File: config.mk
export PLATFORM = sky130hd
export DESIGN_NAME = alu_requester
export DESIGN_NICKNAME = d
export VERILOG_FILES = /design/src/rtl/alu_req_pkg.sv /design/src/rtl/alu_rsp_fifo.sv /design/src/rtl/alu_requester.sv
export SDC_FILE = /design/constraint.sdc
export NUM_CORES = 1
export LEC_CHECK = 0
export ABC_AREA = 1
export CAP_MARGIN = 20
export CORE_MARGIN = 2
export CORE_UTILIZATION = 56
export DETAILED_ROUTE_END_ITERATION = 7
export PLACE_DENSITY = 0.84
export REMOVE_ABC_BUFFERS = 1
export SYNTH_ARGS = -nofsm -noshare
export SYNTH_HDL_FRONTEND = slang
export SYNTH_SLANG_ARGS = --single-unit
File: constraint.sdc
create_clock -name clk -period 5.75 [get_ports clk]
set_input_delay 1.725 -clock clk [delete_from_list [all_inputs] [get_ports clk]]
set_output_delay 1.725 -clock clk [all_outputs]
set_load 0.02 [all_outputs]
File: src/rtl/alu_req_pkg.sv
// rtl/alu_req_pkg.sv - shared types and widths for the ALU requester
package alu_req_pkg;

  localparam int DATA_W = 8;
  localparam int RES_W  = 16;
  localparam int OP_W   = 3;

  typedef enum logic [OP_W-1:0] {
    NO_OP = 3'b000,
    ADD   = 3'b001,
    AND   = 3'b010,
    XOR   = 3'b011,
    MUL   = 3'b100
  } alu_op_e;

  typedef enum logic [1:0] {
    ST_IDLE,
    ST_WAIT,
    ST_DRAIN
  } req_state_e;

  typedef struct packed {
    logic [RES_W-1:0] result;
    logic [OP_W-1:0]  op;
    logic             timeout;
  } rsp_t;

endpackage

File: src/rtl/alu_rsp_fifo.sv
// rtl/alu_rsp_fifo.sv - in-order response FIFO with full/empty/count
module alu_rsp_fifo
  import alu_req_pkg::*;
#(
  parameter int  DEPTH = 4,
  parameter type T     = rsp_t,
  localparam int PTR_W = $clog2(DEPTH),
  localparam int CNT_W = $clog2(DEPTH) + 1
) (
  input  logic             clk,
  input  logic             reset,
  input  logic             push,
  input  T                 push_data,
  input  logic             pop,
  output T                 head,
  output logic             full,
  output logic             empty,
  output logic [CNT_W-1:0] count
);

  T                 mem [DEPTH];
  logic [PTR_W-1:0] wr_ptr;
  logic [PTR_W-1:0] rd_ptr;
  logic             do_push;
  logic             do_pop;

  assign full    = (count == CNT_W'(DEPTH));
  assign empty   = (count == '0);
  assign do_pop  = pop && !empty;
  assign do_push = push && (!full || do_pop);
  assign head    = mem[rd_ptr];

  // Storage carries no reset; only pointers and count define validity.
  always_ff @(posedge clk) begin
    if (do_push) begin
      mem[wr_ptr] <= push_data;
    end
  end

  always_ff @(posedge clk) begin
    if (reset) begin
      wr_ptr <= '0;
      rd_ptr <= '0;
      count  <= '0;
    end else begin
      if (do_push) begin
        wr_ptr <= wr_ptr + PTR_W'(1);
      end
      if (do_pop) begin
        rd_ptr <= rd_ptr + PTR_W'(1);
      end
      count <= count + CNT_W'(do_push) - CNT_W'(do_pop);
    end
  end

endmodule

File: src/rtl/alu_requester.sv
// rtl/alu_requester.sv - issues one ALU op at a time and queues results in order
module alu_requester
  import alu_req_pkg::*;
#(
  parameter int RSP_DEPTH = 4,
  parameter int TIMEOUT   = 16
) (
  input  logic              clk,
  input  logic              reset,
  input  logic              cmd_valid,
  output logic              cmd_ready,
  input  logic [OP_W-1:0]   cmd_op,
  input  logic [DATA_W-1:0] cmd_a,
  input  logic [DATA_W-1:0] cmd_b,
  output logic              rsp_valid,
  input  logic              rsp_ready,
  output logic [RES_W-1:0]  rsp_result,
  output logic [OP_W-1:0]   rsp_op,
  output logic              rsp_timeout,
  output logic              alu_start,
  output logic [OP_W-1:0]   alu_op,
  output logic [DATA_W-1:0] alu_a,
  output logic [DATA_W-1:0] alu_b,
  input  logic              alu_done,
  input  logic [RES_W-1:0]  alu_result,
  output logic              busy
);

  localparam int              WD_W    = $clog2(TIMEOUT);
  localparam int              CNT_W   = $clog2(RSP_DEPTH) + 1;
  localparam logic [WD_W-1:0] WD_LAST = WD_W'(TIMEOUT - 1);

  req_state_e       state;
  req_state_e       state_nxt;
  logic [WD_W-1:0]  wd_cnt;
  logic             push;
  rsp_t             push_data;
  rsp_t             fifo_head;
  logic             fifo_full;
  logic             fifo_empty;
  logic [CNT_W-1:0] fifo_count;
  logic             accept;
  logic             issue;
  logic             finish;

  assign cmd_ready = (state == ST_IDLE) && !fifo_full;
  assign accept    = cmd_valid && cmd_ready;
  assign busy      = (state != ST_IDLE);

  always_comb begin
    state_nxt = state;
    push      = 1'b0;
    push_data = '0;
    issue     = 1'b0;
    finish    = 1'b0;
    case (state)
      ST_IDLE: begin
        if (accept) begin
          if (cmd_op == NO_OP) begin
            push = 1'b1;
          end else begin
            issue     = 1'b1;
            state_nxt = ST_WAIT;
          end
        end
      end
      ST_WAIT: begin
        // A done arriving on the watchdog's last cycle still wins.
        if (alu_done) begin
          push             = 1'b1;
          push_data.result = alu_result;
          push_data.op     = alu_op;
          finish           = 1'b1;
          state_nxt        = ST_DRAIN;
        end else if (wd_cnt == WD_LAST) begin
          push              = 1'b1;
          push_data.op      = alu_op;
          push_data.timeout = 1'b1;
          finish            = 1'b1;
          state_nxt         = ST_DRAIN;
        end
      end
      ST_DRAIN: begin
        if (!alu_done) begin
          state_nxt = ST_IDLE;
        end
      end
      default: state_nxt = ST_IDLE;
    endcase
  end

  always_ff @(posedge clk) begin
    if (reset) begin
      state <= ST_IDLE;
    end else begin
      state <= state_nxt;
    end
  end

  always_ff @(posedge clk) begin
    if (reset) begin
      alu_start <= 1'b0;
      alu_op    <= '0;
      alu_a     <= '0;
      alu_b     <= '0;
      wd_cnt    <= '0;
    end else if (issue) begin
      alu_start <= 1'b1;
      alu_op    <= cmd_op;
      alu_a     <= cmd_a;
      alu_b     <= cmd_b;
      wd_cnt    <= '0;
    end else if (finish) begin
      alu_start <= 1'b0;
    end else if (state == ST_WAIT) begin
      wd_cnt <= wd_cnt + WD_W'(1);
    end
  end

  alu_rsp_fifo #(
    .DEPTH (RSP_DEPTH),
    .T     (rsp_t)
  ) u_rsp_fifo (
    .clk       (clk),
    .reset     (reset),
    .push      (push),
    .push_data (push_data),
    .pop       (rsp_ready),
    .head      (fifo_head),
    .full      (fifo_full),
    .empty     (fifo_empty),
    .count     (fifo_count)
  );

  // Head fields read as zero when nothing is queued, so reset shows a clean bus.
  assign rsp_valid   = (fifo_count != '0);
  assign rsp_result  = fifo_empty ? '0 : fifo_head.result;
  assign rsp_op      = fifo_empty ? '0 : fifo_head.op;
  assign rsp_timeout = fifo_empty ? 1'b0 : fifo_head.timeout;

endmodule

==> impl_metrics.env <==
export IMPL_viasPerCell=5.34
export IMPL_routed_wl_um=10400
export IMPL_max_slew_worst_pin_slew_ns=1.01
export IMPL_met1_usage=0.272
export IMPL_cap_violations=0
export IMPL_multi_input_area_um2=1340
export IMPL_cp_slowest_cell="dfxtp_1"
export IMPL_synth_seq_area_share=0.656
export IMPL_n_antenna_cell=0
export IMPL_drc=0
export IMPL_dp_hpwl_um=6400
export IMPL_synth_area_leaders="edfxtp_1 51%, dfxtp_1 15%, nor2_1 11%"
export IMPL_synthesis_area_per_instance_um2=10.1
export IMPL_synth_top_area_frac=0.508
export IMPL_fin_nets=603
export IMPL_ios=83
export IMPL_p_leak_nw=2.36
export IMPL_rsz0062_at_grt="no"
export IMPL_wire_per_inst_um=15.5
export IMPL_finalSetupViolCount=0
export IMPL_drtIter0Drc=269
export IMPL_hold_viol=0
export IMPL_ir_worst_vdd_mv=0.248
export IMPL_rows=33
export IMPL_die_x_um=95.9
export IMPL_clock_skew_ns=0.00654
export IMPL_grt_antenna_before_repair=0
export IMPL_synth_most_common_cell="nor2_1"
export IMPL_area_delta_synth_final_pct=31.0
export IMPL_fin_tns_setup_ns=0
export IMPL_synth_seq_cells=115
export IMPL_clkTransAtPathRegs_ns=0.06
export IMPL_hold_buffers=0
export IMPL_grt_pass1_vias=3480
export IMPL_grt_usage=0.242
export IMPL_gr_max_usage_layer="met2"
export IMPL_cp_required_ns=4.03
export IMPL_cts_made_buffers=17
export IMPL_async_reset_ff_frac=0
export IMPL_relSlewSlack=0.329
export IMPL_layout_area_seq_um2=3100
export IMPL_critPathTopFamily="buffers and inverters"
export IMPL_grt_start_max_net_pins=42
export IMPL_cp_slowest_stage_delay_ns=0.85
export IMPL_cp_max_fo=21
export IMPL_hp_class="reg -> reg"
export IMPL_clock_sinks=115
export IMPL_grt_util_met3=0.0940
export IMPL_ys_warn_count=0
export IMPL_synth_edf_count=80
export IMPL_cts_setup_buffers=0
export IMPL_powerDensity_nw_per_um2=459
export IMPL_period_needed_ns=4.91
export IMPL_dieArea_um2=9200
export IMPL_crit_type="reg -> out"
export IMPL_maxSlewViolCount=0
export IMPL_drive_above_1_share=0.0847
export IMPL_grt_pass1_wl_um=16400
export IMPL_status="complete, no violations"
export IMPL_htreeDepth=4
export IMPL_core_area_um2=8220
export IMPL_period_share=0.854
export IMPL_cts_resized=0
export IMPL_yosysUniqueCellTypes=26
export IMPL_synth_main_ff_cell="edfxtp_1"
export IMPL_dr_pass1_iters=5
export IMPL_synth_top_area_cell="edfxtp_1"
export IMPL_clock_path_buffers=2
export IMPL_worst_setup_path_start_kind="flop"
export IMPL_grt_overflow=0
export IMPL_io_buffers=82
export IMPL_fillers=566
export IMPL_cp_cell_sequence="inv_1 > nor2_1 > o21ai_0 > a21oi_1 > clkdlybuf4s50_1"
export IMPL_synthTopCellsByCount="144 x nor2_1, 80 x edfxtp_1, 53 x o21ai_0"
export IMPL_start_util=0.576
export IMPL_cts_tree="yes"
export IMPL_use_met2=0.422
export IMPL_synth_cell_area_um2=4730
export IMPL_worst_path_buf_inv=2
export IMPL_netlist_instances=469
export IMPL_final_core_util=0.754
export IMPL_die_y_um=95.9
export IMPL_vias=3587
export IMPL_total_power_w=0.00284
export IMPL_max_freq_mhz=204
export IMPL_ant_nets=0
export IMPL_clock_latency_ns=0.51
export IMPL_cp_arrival_ns=3.19
export IMPL_cp_end_kind="primary output"
export IMPL_root_buffer="clkbuf_8"
export IMPL_gp_congestion=0.767
cell type report:
| type | instances | area share |
|---|---|---|
| flip-flops and latches | 115 | 0.501 |
| multi-input cells | 283 | 0.216 |
| repair buffers | 88 | 0.145 |
| clock buffers | 18 | 0.0675 |
| inverters | 50 | 0.0303 |
| well taps | 105 | 0.0212 |
| clock inverters | 13 | 0.0192 |
stage by stage:
stage	instances	instance area (µm²)	hold slack, ns	worst slack (ns)
finish	672	6190	0.471	0.839
global route	672	6190	0.500	0.539
CTS	668	6130	0.475	0.825
detailed placement	637	5600	0.462	1.38
global placement	637	5600	0.455	1.47
floorplan	448	4620	0.439	2.09
flip-flops by register name, indices dropped and copies added (netlist names), named ones only:
register and cells:
u_rsp_fifo.wr_ptr 2, alu_a 8, state 2, u_rsp_fifo.count 3, alu_start 1, alu_b 8
alu_op 3, u_rsp_fifo.rd_ptr 2, u_rsp_fifo.mem 80, wd_cnt 4
power by group:
part	internal, W	switching, W
clock	0.000603	0.000346
sequential	0.000960	0.0000439
combinational	0.000363	0.000528
total	0.00193	0.000918
metal layers:
metal | routed length (µm) | vias up
li1 | - | 1732
met3 | 938 | 8
met2 | 5230 | 157
met1 | 4150 | 1690
met4 | 74 | 0
met5 | 0 | -
cells in the final DEF, fill, tap and decap left out, drive strengths merged, types with 2 or more instances in the layout:
cell	synthesis	layout
nor2	147	147
clkdlybuf4s50	0	82
edfxtp	80	80
o21ai	62	62
inv	50	50
dfxtp	35	35
a21oi	30	30
clkbuf	14	18
nand2	14	14
nand3	11	11
clkinv	0	9
ha	7	7
buf	7	6
nor3	3	3
nand4	2	2
xor2	2	2
bufinv	0	2
clkinvlp	0	2
kinds of logic (layout without fill, tap and decap cells):
| logic type | after synthesis | count (layout) | share of synthesized area |
|---|---|---|---|
| DFF | 115 | 115 | 0.656 |
| AOI/OAI and AO/OA | 92 | 92 | 0.0981 |
| adders and majority gates | 8 | 8 | 0.0228 |
| xor gates and xnor gates | 2 | 2 | 0.00370 |
| and+or+nand+nor | 181 | 181 | 0.156 |
| buffers and inverters | 71 | 169 | 0.0638 |
tightest hold or removal path, cell delays in order, from the launching register on:
cell     delay [ns]
dfxtp_1        0.31
nand2_1        0.06
a21oi_1        0.06
path summary, 6_finish.rpt:
path / cells after the start / from / to / slack, ns
setup reg to reg: 8 / wd_cnt[0] / u_rsp_fifo.mem[0][8] / 3.29
setup / recovery: 5 / flop / rsp_op[0] / 0.84
hold reg to reg: 2 / alu_start / alu_start / 0.47
hold / removal: 2 / alu_start / alu_start / 0.47
(Power assumes the default switching activity.)
